==> config.mk <==
export PLATFORM = sky130hd
export DESIGN_NAME = pp_bridge_ctrl
export DESIGN_NICKNAME = d
export VERILOG_FILES = /design/src/rtl/pp_bridge_ctrl_pkg.sv /design/src/rtl/pp_bridge_ctrl.sv
export SDC_FILE = /design/constraint.sdc
export NUM_CORES = 1
export LEC_CHECK = 0
export CAP_MARGIN = 20
export CORE_MARGIN = 5
export CORE_UTILIZATION = 45
export CTS_CLUSTER_DIAMETER = 30
export DETAILED_ROUTE_END_ITERATION = 10
export DONT_BUFFER_PORTS = 1
export HOLD_SLACK_MARGIN = 0.05
export PLACE_DENSITY = 0.57
export SETUP_SLACK_MARGIN = 0.02
export SLEW_MARGIN = 20
export SYNTH_ARGS = -nofsm -noshare
export SYNTH_HDL_FRONTEND = slang
export SYNTH_SLANG_ARGS = --single-unit
==> constraint.sdc <==
create_clock -name clk -period 2.35 [get_ports clk]
set_clock_uncertainty 0.2 [all_clocks]
set_input_delay 0.3525 -clock clk [delete_from_list [all_inputs] [get_ports clk]]
set_output_delay 0.3525 -clock clk [all_outputs]
set_load 0.005 [all_outputs]
==> src/rtl/pp_bridge_ctrl_pkg.sv <==
// pp_bridge_ctrl_pkg: shared state type and default sizing for the LP -> Qn*KnT ping-pong bridge.
package pp_bridge_ctrl_pkg;
  typedef enum logic [2:0] {IDLE, RST_MM, RUN, WAIT_ACC, DRAIN, RELEASE, DONE} pp_state_t;
  localparam int QK_BLOCK_SIZE      = 4;
  localparam int QK_INNER_DIMENSION = 16;
  localparam int QK_NUM_CORES       = 8;
  localparam int PP_ROWS_PER_BANK   = QK_BLOCK_SIZE;
  localparam int PP_RD_BEATS        = QK_INNER_DIMENSION / QK_BLOCK_SIZE;
  localparam int PP_NUM_BLOCKS      = QK_NUM_CORES;
endpackage

==> src/rtl/pp_bridge_ctrl.sv <==
// pp_bridge_ctrl: fills one bank from LP while the matmul consumes the other, sequencing matmul reset/enable per pass.
module pp_bridge_ctrl
  import pp_bridge_ctrl_pkg::*;
#(
  parameter int ROWS_PER_BANK = PP_ROWS_PER_BANK,
  parameter int RD_BEATS      = PP_RD_BEATS,
  parameter int NUM_BLOCKS    = PP_NUM_BLOCKS,
  localparam int WA_W = $clog2(ROWS_PER_BANK),
  localparam int RA_W = RD_BEATS > 1 ? $clog2(RD_BEATS) : 1
) (
  input  logic            clk,
  input  logic            rst,
  input  logic            in_valid,
  output logic            in_ready,
  input  logic            acc_done_wrap,
  input  logic            systolic_finish_wrap,
  output logic [1:0]      wr_en,
  output logic [WA_W-1:0] wr_addr,
  output logic            rd_bank,
  output logic [RA_W-1:0] rd_addr,
  output logic            internal_rst_n_ctrl,
  output logic            internal_reset_acc_ctrl,
  output logic            enable_matmul,
  output logic            out_valid,
  output logic            done,
  output logic            overflow
);
  localparam int BC_W = NUM_BLOCKS > 1 ? $clog2(NUM_BLOCKS) : 1;
  pp_state_t       r_state;
  logic [1:0]      r_full;
  logic            r_wr_bank;
  logic [BC_W-1:0] r_blk_cnt;
  logic            w_accept;
  logic            w_wr_last;
  logic [1:0]      w_set;
  logic [1:0]      w_clr;
  assign in_ready  = !r_full[r_wr_bank] && !done;
  assign w_accept  = in_valid && in_ready;
  assign wr_en     = w_accept ? (r_wr_bank ? 2'b10 : 2'b01) : 2'b00;
  assign w_wr_last = wr_addr == WA_W'(ROWS_PER_BANK - 1);
  // set and clear always target different banks, so they can share one edge
  assign w_set     = (w_accept && w_wr_last) ? (r_wr_bank ? 2'b10 : 2'b01) : 2'b00;
  assign w_clr     = (r_state == RELEASE) ? (rd_bank ? 2'b10 : 2'b01) : 2'b00;

  always_ff @(posedge clk) begin
    if (rst) begin
      r_full    <= 2'b00;
      r_wr_bank <= 1'b0;
      wr_addr   <= '0;
      overflow  <= 1'b0;
    end else begin
      r_full <= (r_full | w_set) & ~w_clr;
      if (w_accept) begin
        wr_addr <= w_wr_last ? '0 : wr_addr + 1'b1;
        if (w_wr_last) r_wr_bank <= !r_wr_bank;
      end
      if (in_valid && !in_ready && !done) overflow <= 1'b1;
    end
  end

  // control outputs are loaded on the transition so they hold for the whole state
  always_ff @(posedge clk) begin
    if (rst) begin
      r_state                 <= IDLE;
      rd_bank                 <= 1'b0;
      rd_addr                 <= '0;
      r_blk_cnt               <= '0;
      internal_rst_n_ctrl     <= 1'b0;
      internal_reset_acc_ctrl <= 1'b1;
      enable_matmul           <= 1'b0;
      out_valid               <= 1'b0;
      done                    <= 1'b0;
    end else begin
      out_valid <= 1'b0;
      case (r_state)
        IDLE: begin
          internal_rst_n_ctrl     <= !r_full[rd_bank];
          internal_reset_acc_ctrl <= r_full[rd_bank];
          if (r_full[rd_bank]) begin
            r_state <= RST_MM;
            rd_addr <= '0;
          end
        end
        RST_MM: begin
          r_state                 <= RUN;
          internal_rst_n_ctrl     <= 1'b1;
          internal_reset_acc_ctrl <= 1'b0;
          enable_matmul           <= 1'b1;
        end
        RUN: begin
          if (rd_addr == RA_W'(RD_BEATS - 1)) r_state <= WAIT_ACC;
          else rd_addr <= rd_addr + 1'b1;
        end
        WAIT_ACC: begin
          if (acc_done_wrap) r_state <= systolic_finish_wrap ? RELEASE : DRAIN;
          out_valid     <= acc_done_wrap && systolic_finish_wrap;
          enable_matmul <= !(acc_done_wrap && systolic_finish_wrap);
        end
        DRAIN: begin
          if (systolic_finish_wrap) r_state <= RELEASE;
          out_valid     <= systolic_finish_wrap;
          enable_matmul <= !systolic_finish_wrap;
        end
        RELEASE: begin
          rd_bank   <= !rd_bank;
          r_blk_cnt <= r_blk_cnt + 1'b1;
          r_state   <= (r_blk_cnt == BC_W'(NUM_BLOCKS - 1)) ? DONE : IDLE;
          done      <= r_blk_cnt == BC_W'(NUM_BLOCKS - 1);
        end
        default: r_state <= DONE;
      endcase
    end
  end
endmodule

# Word level (Yosys, flattened, before mapping)
# Cells that the tools add are included.
# Widths: inputs -> output; s select.
[word_totals] regBits=20 in_bits=5 output_inout_bits=14
[op_classes] addsub=3 magnitude_cmp=2 eq_ne=13 muxes=24 bitwise=3 n_reduce_logical=21
[op_table] op="$pmux 3 s6" n=1
[op_table] op="$mux 2" n=8
[op_table] op="$mux 3" n=5
[op_table] op="$ne 2x2->1 const B" n=5
[op_table] op="$eq 3x3->1 const B" n=3
[op_table] op="$logic_not 1->1" n=8
[op_table] op="$eq 3x2->1 const B" n=2
[op_table] op="$logic_and 1x1->1" n=6
[op_table] op="$pmux 1 s2" n=3
[op_table] op="$mux 1" n=5
[op_table] op="$add 2x1->2 const B" n=2
[op_table] op="$eq 2x2->1 const B" n=2
[op_table] op="$lt 1x2->1 const B" n=2
[op_table] op="$pmux 2 s2" n=1
[op_table] op="$reduce_and 4->1" n=1
[op_table] op="$reduce_bool 2->1" n=2
[op_table] op="$add 3x1->3 const B" n=1
[op_table] op="$eq 3x1->1 const B" n=1
[op_table] op="$logic_not 3->1" n=1
[op_table] op="$pmux 1 s3" n=1
[op_table] op="$reduce_and 3->1" n=1
[op_table] op="$reduce_bool 3->1" n=1
[op_table] op="$and 2x2->2" n=1
[op_table] op="$not 2->2" n=1
[op_table] op="2 further kinds" n=2

# Longest topological paths before layout
[logic_depth] ltp_word=9 depth_mapped=5 mapped_depth_nobuf=5

# Least setup slack after synthesis
# Ideal clock, no wire load.
[synth_path] path_type="flip-flop to flip-flop" from="reg rd_addr[0]" to="reg rd_addr[0]" setup_ps=132 t_arrival_ps=1327 path_slack_ps=691 path_stages_with_launch=5 n_path_buf=0 period_less_slack_ps=1659 path_cell_list="dfxtp_1 > ha_1 > or4b_2 > o211ai_1 > a21oi_1"
[synth_between] elab_chain_cells=3 elab_cells_between_ends=6
[synth_rtl] item="start, declared" line_no="pp_bridge_ctrl.sv:20" source="output logic [RA_W-1:0] rd_addr,"
[synth_rtl] item="start signal, assigned" line_no="pp_bridge_ctrl.sv:92" source="else rd_addr <= rd_addr + 1'b1;"
[synth_rtl] item="$add 2x1->2 or $eq 2x2->1 (tied branches)" line_no="pp_bridge_ctrl.sv:92, pp_bridge_ctrl.sv:91"
[synth_rtl] item="$mux 2 or $ne 2x2->1 (tied branches)"
[synth_rtl] item="$pmux 2 s2 or $reduce_and 3->1 (tied branches)"
# Parallel ways exist; a longest one is shown, timed or not. The select of a mux whose other input is x is not followed.
# A chain may end at the register's enable or synchronous reset.

# Final worst setup path
[layout_path] from="reg rd_addr[0]" to="reg rd_addr[1]"
# The elaborated chain is that of the path after synthesis.

==> impl_summary.md <==
Critical path
The endpoint identified for the worst register-to-register timing path is rd_addr[1]$_SDFFE_PP0P_. STA classifies the critical path startpoint as a register. Data on the critical path is required at its endpoint by 2.31 ns. In this design, the stage delay of the slowest critical-path cell is 0.63 ns. The reg-to-reg startpoint is rd_addr[0]$_SDFFE_PP0P_.

Data on the critical path arrives at its endpoint at 1.74 ns. The critical path capture point type is a register. The slowest cell on the critical path is or4b_2. The category of the critical setup timing path is register to register. The count of cells along the worst register-to-register path is 4. The signal on the critical path passes through ha_1, or4b_2, o211ai_1, a21oi_1. Along the worst path, the maximum fanout reaches 4. Across all register-to-register paths, the minimum setup slack is 0.57 ns.

Clock network
The clock latency reported for the late side of the worst-skew pair is 0.30 ns. The H-tree depth is 1. The total number of clock tree sinks is 20. The number of buffers added by the clock tree synthesis step is 3. The number of buffers added for setup after CTS is 0. The tree is rooted in a clkbuf_4.

Counting along the longest clock path gives a buffer depth of 2. The clock tree from TritonCTS is built. The clock transition at the register clock pins on the worst setup and hold paths after CTS is 0.11 ns.

Route
The detailed router finished its first iteration with 17 violations. In the final routed layout, each cell accounts on average for 13.27 µm. The routed layout has 750 vias. The remaining number of nets flagged by the antenna check after routing is 0. In the routed layout, each cell is associated on average with a via count of 5.556. After detailed routing, the number of remaining DRC violations is 0. Summed over all layers, the routed wires come to 1.791 mm.

The number of iterations in the first detailed-routing pass is 4.

GRT
The routing usage on met3 is 3.248%. The global routing stage identified its most utilized layer as met2. Global routing consumed, on the met2 layer, 18.58% of the routing resources. For this run, global-route usage on met1 was measured as 15.48%.

Global routing consumed, over all layers together, 12.15% of the routing resources. The number of global-route vias before repair is 664. The first global-routing pass estimated 3.063 mm of wire. The initial antenna violation count is 0. Entering global routing, the biggest net connects 22 pins.

The leftover overflow at the end of global routing is 0.

Floorplanning
The die boundary height is 55.91 µm. The effective utilization at floorplan is 47.85%. The region available for standard cell placement spans 1982 µm². The count of boundary I/O pins is 19.

The overall die area is 3126 µm². The floorplan has 16 rows. Measured along the x axis, the die boundary spans 55.91 µm.

Finish
Fill cells in the final layout number 206. Cells with a size suffix above 1 make up 6.481% of the layout. Measured on the finished design, the core utilization comes to 51.77%. The growth of design area from synthesis to finish is 8.179%.

For this run, the post-layout net count is 118. The multi-input combinational cells in the finished layout cover a total of 506.7 µm². The antenna diode count is 0. Summing all flip-flop and latch instances after layout gives 400.4 µm².

Power and ir drop
Total power for the finished layout comes to 0.7042 mW. The internal power consumption is 0.5143 mW. The share of total power dissipated in the clock network is 28.1%.

The net switching power of the design is 0.1899 mW. VDD sags by at most 0.0003063 V. The leakage power summed over all cells is 0.4252 nW.

The power share of the sequential group is 56.9%. In this run switching power makes up 26.97% of total power. The power per unit of standard cell area is 686.4 nW/µm².

The combinational cell fraction of total power is 15.0%.

Place
The count of buffers added on input and output ports is 0. At the placement stage, the worst setup path has a slack of 0.6245 ns. The HPWL after detailed placement is 1.262 mm. Routability-driven placement finished with a final weighted congestion of 0.7047.

Synth
The simple-gate share of the synthesized area is 23.88%. The most common cell in the netlist is dfxtp_1. Summing the areas of all compound-gate instances in the mapped netlist gives 16.62% of the synthesized area. The dominant combinational cell family by area after synthesis is simple AND/OR/NAND/NOR gates.

The synthesized netlist net count is 115. In the synthesized netlist the dominant register cell turns out to be dfxtp_1. The netlist uses 34 different library cells. In the post-synthesis netlist, the biggest area contributors are dfxtp_1, ha_1, nor2_1. In this run, synthesis produced a sequential element count of 20. Of the total synthesized cell area, the portion taken by XOR and XNOR cells is 1.847%. Summing the sequential cell areas from Yosys gives 42.22% of the chip area. Synthesis produced 106 cells. The synthesized design contains 0 enable-type register cells. The portion of synthesized area spent on multiplexers is 5.805%. The Yosys step of the flow raised 0 warnings. The largest total area in the synthesized netlist belongs to dfxtp_1. After synthesis the cells add up to 948.4 µm². The post-synthesis adder-cell area fraction is 5.277%.

The fraction of synthesized cell area taken by the top area cell type is 42.22%. After synthesis, the most frequently instantiated cells are dfxtp_1, nor2_1, a21oi_1. The proportion of register bits with asynchronous set or reset after synthesis is 0%. The per-instance average area after synthesis is 8.947 µm².

STA
The total negative setup slack is 0 ns. The worst setup slack after layout is 0.5656 ns. Headroom to the max-slew limit came out at 49.47%.

The worst path uses 75.93% of the clock period. The time the final worst path needs with I/O delays and setup is 1.784 ns. The number of max-slew violations in the final report is 0. Setup violations remaining at the end of the flow were counted as 0. Setup repair after global routing left no endpoint under its margin. At the pin with the least slew margin, the transition time is 0.7555 ns. The maximum clock frequency is 560.4 MHz. The number of endpoints with negative hold slack in the final report is 0.

Min path
In this run the worst hold path is classified as input pin to register. Along the worst hold path, the cell count comes to 3. The beginning of the worst hold path is acc_done_wrap. For hold timing, the worst endpoint is r_state[2]$_SDFFE_PP0P_.

Job
The reported max-cap violation count is 0.

Status
The flow ran to the end, and the final reports show no timing, DRC or antenna violations.
==> worst max-delay path by stage <==
stage | start | endpoint | cells after the start
after detailed placement | rd_addr[0]$_SDFFE_PP0P_ | rd_addr[1]$_SDFFE_PP0P_ | 4
after CTS | r_wr_bank$_SDFFE_PP0N_ | in_ready | 2
after floorplan | rd_addr[0]$_SDFFE_PP0P_ | rd_addr[0]$_SDFFE_PP0P_ | 4
after global placement | rd_addr[0]$_SDFFE_PP0P_ | rd_addr[1]$_SDFFE_PP0P_ | 4
after global routing | r_wr_bank$_SDFFE_PP0N_ | in_ready | 2
final | rd_addr[0]$_SDFFE_PP0P_ | rd_addr[1]$_SDFFE_PP0P_ | 4
==> power by group through the flow <==
stage	registers [mW]	logic, mW	clock network (mW)
2_1_floorplan	0.386	0.108	0
3_3_place_gp	0.409	0.0953	0
3_5_place_dp	0.409	0.0968	0
4_1_cts	0.401	0.106	0.211
5_1_grt	0.408	0.119	0.226
6_report	0.401	0.106	0.198
==> worst max-delay path, delay by kind of cell, from the launching register on <==
family / cells / cell delay (ns)
DFF: 1 / 0.37
and+or+nand+nor: 1 / 0.63
AOI/OAI and AO/OA: 2 / 0.20
adders and majority gates: 1 / 0.25
==> cells by family (layout without fill, tap and decap cells) <==
| kind of cell | Yosys count | after routing |
|---|---|---|
| adders and majority gates | 4 | 4 |
| AOI/OAI and AO/OA | 25 | 25 |
| muxes | 5 | 5 |
| xor gates and xnor gates | 2 | 2 |
| buffers and inverters | 10 | 12 |
| DFF | 20 | 20 |
| and+or+nand+nor | 40 | 40 |
==> repair_timing <==
| action | 4_1_cts | 5_1_grt |
|---|---|---|
| resized for setup | 0 | 0 |
| hold buffers | 3 | 0 |
| endpoints found under the hold margin | 20 | 0 |
==> layer usage <==
layer / part of all wire [%] / wire length [µm]
met1: 49 / 884
met2: 45 / 803
met3: 5.0 / 89
met4: 0.73 / 13
met5: 0 / 0
==> stage by stage <==
step | hold slack [ns] | instance area, µm² | cells
floorplan | 0.2604 | 948.4 | 106
global route | 0.1433 | 1026 | 135
detailed placement | 0.2273 | 959.7 | 128
CTS | 0.1100 | 1026 | 135
global placement | 0.2254 | 959.7 | 128
finish | 0.1196 | 1026 | 135
==> cell usage in the layout (no fill, tap or decap) <==
cell	Yosys	final
a211oi_1	1	1
a21boi_0	1	1
a21o_1	2	2
a21oi_1	8	8
a311oi_1	1	1
a31oi_1	2	2
a32oi_1	1	1
and4b_1	1	1
clkbuf_4	0	3
clkbuf_8	0	1
dfxtp_1	20	20
dlygate4sd3_1	0	3
ha_1	4	4
inv_1	5	5
mux2_4	1	1
mux2i_1	4	4
nand2_1	3	3
nand2b_1	4	4
nand3b_1	1	1
nor2_1	11	11
nor2b_1	4	4
nor3_1	7	7
nor3b_1	1	1
nor4b_1	2	2
o211ai_1	2	2
o21a_1	1	1
o21ai_0	4	4
o21bai_1	1	1
o31ai_1	1	1
or3_1	2	2
or3b_2	1	1
or4_1	2	2
or4b_2	1	1
xor2_1	2	2
==> flip-flops by register name (all words and copies together) (netlist names) <==
| register | count |
|---|---|
| enable_matmul | 1 |
| done | 1 |
| internal_reset_acc_ctrl | 1 |
| rd_addr | 2 |
| rd_bank | 1 |
| overflow | 1 |
| out_valid | 1 |
| wr_addr | 2 |
| r_full | 2 |
| r_wr_bank | 1 |
| r_blk_cnt | 3 |
| r_state | 3 |
| internal_rst_n_ctrl | 1 |
==> area by class of cell <==
type                       count  area share (%)
clock buffer                   4           3.537
timing repair buffer           3           2.927
tap                           27           3.293
multi-input combinational     76           49.39
sequential                    20           39.02
inverter                       5           1.829
Power figures use the tool's default switching activity.
